$ cat src/rtl/disp_scan_pkg.sv
// Shared constants, mode type and width helper for the display scanner.
package disp_scan_pkg;

  localparam int CH_MAX = 16;

  // Bits needed to hold values 0..n-1, never less than one.
  function automatic int clog2(input int n);
    int w;
    w = 1;
    while ((1 << w) < n) w++;
    return w;
  endfunction

  localparam int IDX_W = clog2(CH_MAX);

  localparam logic [CH_MAX-1:0] AN_OFF     = '1;
  localparam logic              DOUT_BLANK = 1'b0;

  typedef enum logic [1:0] {
    AN_LIT,
    AN_DEAD,
    AN_BLANK
  } an_mode_e;

endpackage

$ cat src/rtl/disp_scan_mux_prescaler.sv
// Slot prescaler: counts DIV enabled cycles per slot and flags the last one.
module scan_prescaler
  import disp_scan_pkg::*;
#(
  parameter int DIV = 16
) (
  input  logic                   clk,
  input  logic                   rst_n,
  input  logic                   en,
  output logic [clog2(DIV)-1:0]  cnt,
  output logic                   slot_end
);

  localparam int               CNT_W = clog2(DIV);
  localparam logic [CNT_W-1:0] LAST  = CNT_W'(DIV - 1);

  logic [CNT_W-1:0] cnt_q, cnt_d;

  // >= rather than == so a corrupted count still closes the slot.
  assign slot_end = en && (cnt_q >= LAST);

  always_comb begin
    cnt_d = cnt_q;
    if (en) begin
      cnt_d = slot_end ? '0 : cnt_q + 1'b1;
    end
  end

  always_ff @(posedge clk) begin
    if (!rst_n) begin
      cnt_q <= '0;
    end else begin
      cnt_q <= cnt_d;
    end
  end

  assign cnt = cnt_q;

endmodule

$ cat src/rtl/disp_scan_mux.sv
// Time-multiplexed display scanner with per-channel blanking and a scan freeze.
// Define SCAN_DEADTIME_EN to keep the anodes off for the first DEAD cycles of each slot.
module disp_scan_mux
  import disp_scan_pkg::*;
#(
  parameter int CH   = 6,
  parameter int W    = 4,
  parameter int DIV  = 16,
  parameter int DEAD = 2
) (
  input  logic                  clk,
  input  logic                  rst_n,
  input  logic                  en,
  input  logic [CH*W-1:0]       d,
  input  logic [CH-1:0]         blank_mask,
  output logic [W-1:0]          dout,
  output logic [clog2(CH)-1:0]  sel,
  output logic [CH-1:0]         an,
  output logic                  scan_tick
);

  localparam int SEL_W = clog2(CH);
  localparam int CNT_W = clog2(DIV);

  logic [CNT_W-1:0] cnt;
  logic             slot_end;

  scan_prescaler #(
    .DIV (DIV)
  ) u_prescaler (
    .clk      (clk),
    .rst_n    (rst_n),
    .en       (en),
    .cnt      (cnt),
    .slot_end (slot_end)
  );

  logic [W-1:0]     ch_data [CH];
  logic [CH-1:0]    onehot_n;
  logic [SEL_W-1:0] idx_q, idx_d, idx_safe;
  logic             idx_valid, blanked, in_dead;
  an_mode_e         an_mode;

  logic [W-1:0]     dout_q, dout_d;
  logic [SEL_W-1:0] sel_q, sel_d;
  logic [CH-1:0]    an_q, an_d;
  logic             tick_q, tick_d;

  for (genvar gi = 0; gi < CH; gi++) begin : g_ch
    assign ch_data[gi]  = d[gi*W +: W];
    assign onehot_n[gi] = (IDX_W'(gi) != IDX_W'(idx_q));
  end

  // Out-of-range index (non power-of-two CH) is treated as blank and recovered to 0.
  assign idx_valid = ({{(32-SEL_W){1'b0}}, idx_q} < 32'(CH));
  assign idx_safe  = idx_valid ? idx_q : '0;
  assign blanked   = blank_mask[idx_safe];
  assign in_dead   = (cnt < CNT_W'(DEAD));

`ifndef SCAN_DEADTIME_EN
  logic unused_dead;
  assign unused_dead = in_dead;
`endif

  always_comb begin
    an_mode = AN_LIT;
    if (!idx_valid || blanked) begin
      an_mode = AN_BLANK;
    end
`ifdef SCAN_DEADTIME_EN
    else if (in_dead) begin
      an_mode = AN_DEAD;
    end
`endif
  end

  always_comb begin
    idx_d = idx_q;
    if (!idx_valid) begin
      idx_d = '0;
    end else if (slot_end) begin
      idx_d = (idx_q == SEL_W'(CH - 1)) ? '0 : idx_q + 1'b1;
    end
  end

  // Output stage follows idx by one cycle; the count of zero marks a slot's first display cycle.
  always_comb begin
    sel_d  = sel_q;
    dout_d = dout_q;
    an_d   = an_q;
    tick_d = 1'b0;
    if (en) begin
      sel_d  = idx_q;
      tick_d = (cnt == '0);
      dout_d = (an_mode == AN_BLANK) ? {W{DOUT_BLANK}} : ch_data[idx_safe];
      an_d   = (an_mode == AN_LIT) ? onehot_n : AN_OFF[CH-1:0];
    end
  end

  always_ff @(posedge clk) begin
    if (!rst_n) begin
      idx_q  <= '0;
      sel_q  <= '0;
      dout_q <= '0;
      an_q   <= AN_OFF[CH-1:0];
      tick_q <= 1'b0;
    end else begin
      idx_q  <= idx_d;
      sel_q  <= sel_d;
      dout_q <= dout_d;
      an_q   <= an_d;
      tick_q <= tick_d;
    end
  end

  assign dout      = dout_q;
  assign sel       = sel_q;
  assign an        = an_q;
  assign scan_tick = tick_q;

endmodule

$ cat config.mk
export PLATFORM = sky130hd
export DESIGN_NAME = disp_scan_mux
export DESIGN_NICKNAME = d
export VERILOG_FILES = /design/src/rtl/disp_scan_pkg.sv /design/src/rtl/disp_scan_mux_prescaler.sv /design/src/rtl/disp_scan_mux.sv
export SDC_FILE = /design/constraint.sdc
export NUM_CORES = 1
export LEC_CHECK = 0
export ABC_AREA = 1
export CORE_MARGIN = 8
export CORE_UTILIZATION = 37
export DETAILED_ROUTE_END_ITERATION = 6
export PLACE_DENSITY = 0.69
export SYNTH_ARGS = -nofsm -noshare
export SYNTH_HDL_FRONTEND = slang
export SYNTH_SLANG_ARGS = --single-unit
$ cat constraint.sdc
create_clock -name clk -period 3.16 [get_ports clk]
set_clock_uncertainty 0.1 [all_clocks]
set_input_delay 0.948 -clock clk [delete_from_list [all_inputs] [get_ports clk]]
set_output_delay 0.948 -clock clk [all_outputs]
set_load 0.02 [all_outputs]
==> out/results.tsv, run 1 <==
metric	value	unit
post-cts-setup-buffers	0	
cp_num_cells	1	
wl_per_cell	12.2	um
cellLeakagePower	0.000759	uW
r2r_cells	9	
ir_drop	215	uV
dieArea	0.00538	mm^2
worstMarginPinSlew	0.747	ns
ys_seq_elements	21	
critical_path_class	register to output port	
n_fill_cell	352	
drv_slew	0	
syn_area_per_cell	6.76	um^2
boundaryPins	47	
maxCapViolCount	0	
totalWireLength	3.30	mm
cts_buffers	3	
holdBufCountCts	0	
synth_edf_count	0	
hold_slack	0.373	ns
routed_via_density	4.78	
final_cell_mix	46 x clkdlybuf4s50_1, 41 x nand2_1, 23 x nand3_1	
hp-class	register to register	
final.min_clock_period	2.32	ns
syn_inst	180	
drtIter0Drc	73	
layout-drive-gt1-share	0.103	
outcome	complete, no violations	
worst-path-buf-inv	1	
rsz0062_at_grt	false	
routabilityCongestion	0.782	
cp-start-kind	register	
clock-sinks	21	
hpwl	2.52	mm
nNetsFinal	261	
die_w	73.3	um
min_period_over_period	0.735	
synth_fp_nets	216	
final_common_cell	clkdlybuf4s50_1	
min_path_cells	2	
yosys.cell_types.count	27	
yosys_warnings	0	
cts_tree	done	
grt_max_degree	21	
antenna_cells	0	
cp-startpoint	an[4]$_SDFFE_PN1P_	
cpLargestDelayFamily	buffers and inverters	
syn_area	0.00122	mm^2
path_max_fanout	2	
setup_violations	0	
area_growth	42.1	%
gr-total-overflow	0	
cts_root_buf	clkbuf_4	
clk_latency	0.30	ns
tns	0	ns
ant_nets	0	
end_kind	output port	
r2r_start	idx_q[0]$_SDFFE_PN0P_	
clkTransAtPathRegs	0.11	ns
yosysSeqAreaShare	0.346	
required	2.11	ns
start_util	0.373	
crit_chain	clkdlybuf4s50_1	
cpMaxStageDelayCell	clkdlybuf4s50_1	
synthFlopType	dfxtp_1	
rows	21	
io_buffer_count	46	
synthArstFlopShare	0	
grt_pass1_wl	5.37	mm
clockBufferDepth	2	
first_global_vias	1213	
antenna_found_initial	0	
r2r_slack	1.10	ns
slew_headroom	0.501	
finalHoldViolCount	0	
cp_data_arrival_time	1.28	ns
core	0.00326	mm^2
p_per_area	295	mW/mm^2
critPathMaxStageDelay	0.62	ns
min_from	dout[0]$_SDFFE_PN0P_	
post_cts_resized	0	
timing.fmax	430	MHz
htreeDepth	1	
drc	0	
die_y	73.3	um
grt_util_all_layers	0.123	
via_count	1290	
first_pass_iters	4	
## logic make-up (layout without fill, tap and decap cells)
| kind of cell | Yosys count | count (layout) | share of synthesized area |
|---|---|---|---|
| and+or+nand+nor | 93 | 93 | 0.357 |
| AOI/OAI and AO/OA | 34 | 34 | 0.157 |
| buffers and inverters | 28 | 72 | 0.102 |
| DFF | 21 | 21 | 0.346 |
| adders and majority gates | 3 | 3 | 0.0309 |
| xor gates and xnor gates | 1 | 1 | 0.00720 |
## flip-flops by register name, summed over array words and instances, names as in the netlist
| signal | flops |
|---|---|
| scan_tick | 1 |
| idx_q | 3 |
| an | 6 |
| u_prescaler.cnt | 4 |
| sel | 3 |
| dout | 4 |
## synthesized netlist by cell type (2+ instances only)
master / count / area (um^2)
a21oi_1: 18 / 90.1
buf_2: 3 / 15.0
buf_4: 2 / 15.0
clkbuf_1: 2 / 7.51
dfxtp_1: 21 / 420
ha_1: 3 / 37.5
inv_1: 17 / 63.8
inv_2: 3 / 11.3
nand2_1: 41 / 154
nand2_2: 4 / 25.0
nand2_4: 3 / 33.8
nand3_1: 23 / 115
nand3_2: 2 / 20.0
nor2_1: 14 / 52.6
nor2_2: 2 / 12.5
nor3_1: 3 / 15.0
o21ai_0: 7 / 35.0
o21ai_1: 2 / 10.0
o22ai_1: 2 / 12.5
## stage by stage
| step | instances | util | power (uW) | area [um^2] | setup slack [ns] |
|---|---|---|---|---|---|
| 6_report | 270 | 0.530 | 511 | 1730 | 0.836 |
| 2_1_floorplan | 180 | - | 326 | 1220 | 1.28 |
| 3_3_place_gp | 266 | 0.522 | 386 | 1700 | 0.746 |
| 4_1_cts | 270 | 0.530 | 517 | 1730 | 0.813 |
| 5_1_grt | 270 | 0.530 | 542 | 1730 | 0.764 |
| 3_5_place_dp | 266 | 0.522 | 387 | 1700 | 0.722 |
## metal layers
metal  track usage  part of all wire
met1         0.141              0.45
met2         0.214              0.47
met3        0.0368             0.075
met4        0.0310            0.0042
met5             0                 0
## area by class of cell
type | instances | area [um^2] | area share
Clock inverter | 1 | 5.00 | 0.00290
Sequential cell | 21 | 420 | 0.243
Clock buffer | 3 | 22.5 | 0.0130
Timing Repair Buffer | 48 | 475 | 0.275
Multi-Input combinational cell | 131 | 672 | 0.389
Tap cell | 46 | 57.6 | 0.0333
Inverter | 20 | 75.1 | 0.0434
## power breakdown
part           internal [uW]  switching [uW]
combinational           59.0            43.0
sequential               273            5.54
clock                   47.2            82.7
## path summary, 6_finish.rpt
path | end
setup / recovery | an[4]
hold / removal | dout[0]$_SDFFE_PN0P_
setup reg to reg | an[3]$_SDFFE_PN1P_
hold reg to reg | dout[0]$_SDFFE_PN0P_
Note: power is estimated with default switching activity, not from simulation.
==> run 2: changes to the inputs <==
clock period = 2.4 ns   (was 3.16 ns; I/O delays follow)
==> out/results.tsv, run 2 (same netlist as run 1, synthesis figures left out) <==
metric	value	unit
maxCapViolCount	0	
clkTransAtPathRegs	0.12	ns
switching_share	0.255	
timing.rr.end	an[3]$_SDFFE_PN1P_	
cpMaxStageDelayCell	clkdlybuf4s50_1	
timing.fmax	475	MHz
post_cts_resized	0	
final_cell_count_no_fill	273	
final_cell_mix	46 x clkdlybuf4s50_1, 41 x nand2_1, 23 x nand3_1	
drc	0	
power.share.clock	0.251	
cp_data_arrival_time	1.28	ns
worst-path-buf-inv	1	
hpwl	2.61	mm
outcome	complete, no violations	
slew_headroom	0.627	
cp-start-kind	register	
grt_pass1_wl	5.51	mm
drv_slew	0	
power_frac_comb	0.204	
drtIter0Drc	95	
routabilityCongestion	0.763	
clk_latency	0.30	ns
dieArea	0.00538	mm^2
clock-sinks	21	
die_w	73.3	um
io_buffer_count	46	
min_from	dout[1]$_SDFFE_PN0P_	
ir_drop	311	uV
r2r_cells	9	
hp-class	register to register	
hold_end	dout[1]$_SDFFE_PN0P_	
cpLargestDelayFamily	buffers and inverters	
worstMarginPinSlew	0.558	ns
final_common_cell	clkdlybuf4s50_1	
cts_root_buf	clkbuf_4	
finalHoldViolCount	0	
antenna_found_initial	0	
boundaryPins	47	
p_int	502	uW
min_period_over_period	0.877	
final.min_clock_period	2.10	ns
end_kind	output port	
tns	0	ns
start_util	0.373	
grt_util_all_layers	0.127	
ant_nets	0	
setup_violations	0	
critPathMaxStageDelay	0.62	ns
p_seq_frac	0.545	
totalWireLength	3.30	mm
min_path_cells	2	
antenna_cells	0	
wl_per_cell	12.1	um
rsz0062_at_grt	false	
required	1.58	ns
htreeDepth	1	
nNetsFinal	264	
r2r_start	idx_q[0]$_SDFFE_PN0P_	
hold_slack	0.369	ns
holdBufCountCts	0	
rows	21	
r2r_slack	0.46	ns
gr-total-overflow	0	
placed_cells	269	
routed_via_density	4.73	
grt_max_degree	15	
cellLeakagePower	0.000774	uW
via_count	1290	
core	0.00326	mm^2
p_per_area	385	mW/mm^2
first_global_vias	1216	
post-cts-setup-buffers	0	
critical_path_class	register to output port	
layout-drive-gt1-share	0.115	
n_fill_cell	343	
final_util	0.537	
area_growth	43.9	%
cts_buffers	3	
path_max_fanout	2	
clockBufferDepth	2	
largest_reg_flops	6	
first_pass_iters	4	
crit_chain	clkdlybuf4s50_1	
p_sw	172	uW
die_y	73.3	um
cts_tree	done	
==> run 2: power by group through the flow <==
stage                     clock network (uW)  logic [uW]  registers [uW]
after floorplan                            0        46.3             383
after global placement                     0         136             375
after detailed placement                   0         138             375
after CTS                                172         138             367
after global routing                     193         151             369
final                                    169         137             367
==> run 2: how the worst max path moves through the flow <==
stage | startpoint | endpoint | slack (ns) | cells after the start
after floorplan | en | dout[2]$_SDFFE_PN0P_ | 0.75 | 5
after global placement | en | idx_q[2]$_SDFFE_PN0P_ | 0.26 | 7
after detailed placement | en | dout[1]$_SDFFE_PN0P_ | 0.20 | 6
after CTS | an[0]$_SDFFE_PN1P_ | an[0] | 0.29 | 1
after global routing | an[4]$_SDFFE_PN1P_ | an[4] | 0.24 | 1
final | an[0]$_SDFFE_PN1P_ | an[0] | 0.30 | 1
==> run 2: layout make-up <==
class	instances	area [um^2]	area share
Multi-Input combinational cell	131	672	0.384
Inverter	20	75.1	0.0429
Clock inverter	1	5.00	0.00286
Clock buffer	3	22.5	0.0129
Timing Repair Buffer	51	498	0.284
Sequential cell	21	420	0.240
Tap cell	46	57.6	0.0329
==> run 2: through the flow <==
step / instance area, um^2 / setup slack, ns / power [uW]
after detailed placement: 1720 / 0.202 / 513
after global placement: 1720 / 0.264 / 511
after CTS: 1750 / 0.295 / 678
final: 1750 / 0.296 / 673
after floorplan: 1220 / 0.746 / 429
after global routing: 1750 / 0.241 / 713
==> run 2: routing by layer <==
metal / vias to the layer above / routed length, um / GRT usage
li1: 682 / - / -
met1: 565 / 1470 / 0.155
met2: 38 / 1530 / 0.213
met3: 5 / 270 / 0.0382
met4: 0 / 31 / 0.0266
met5: - / 0 / 0
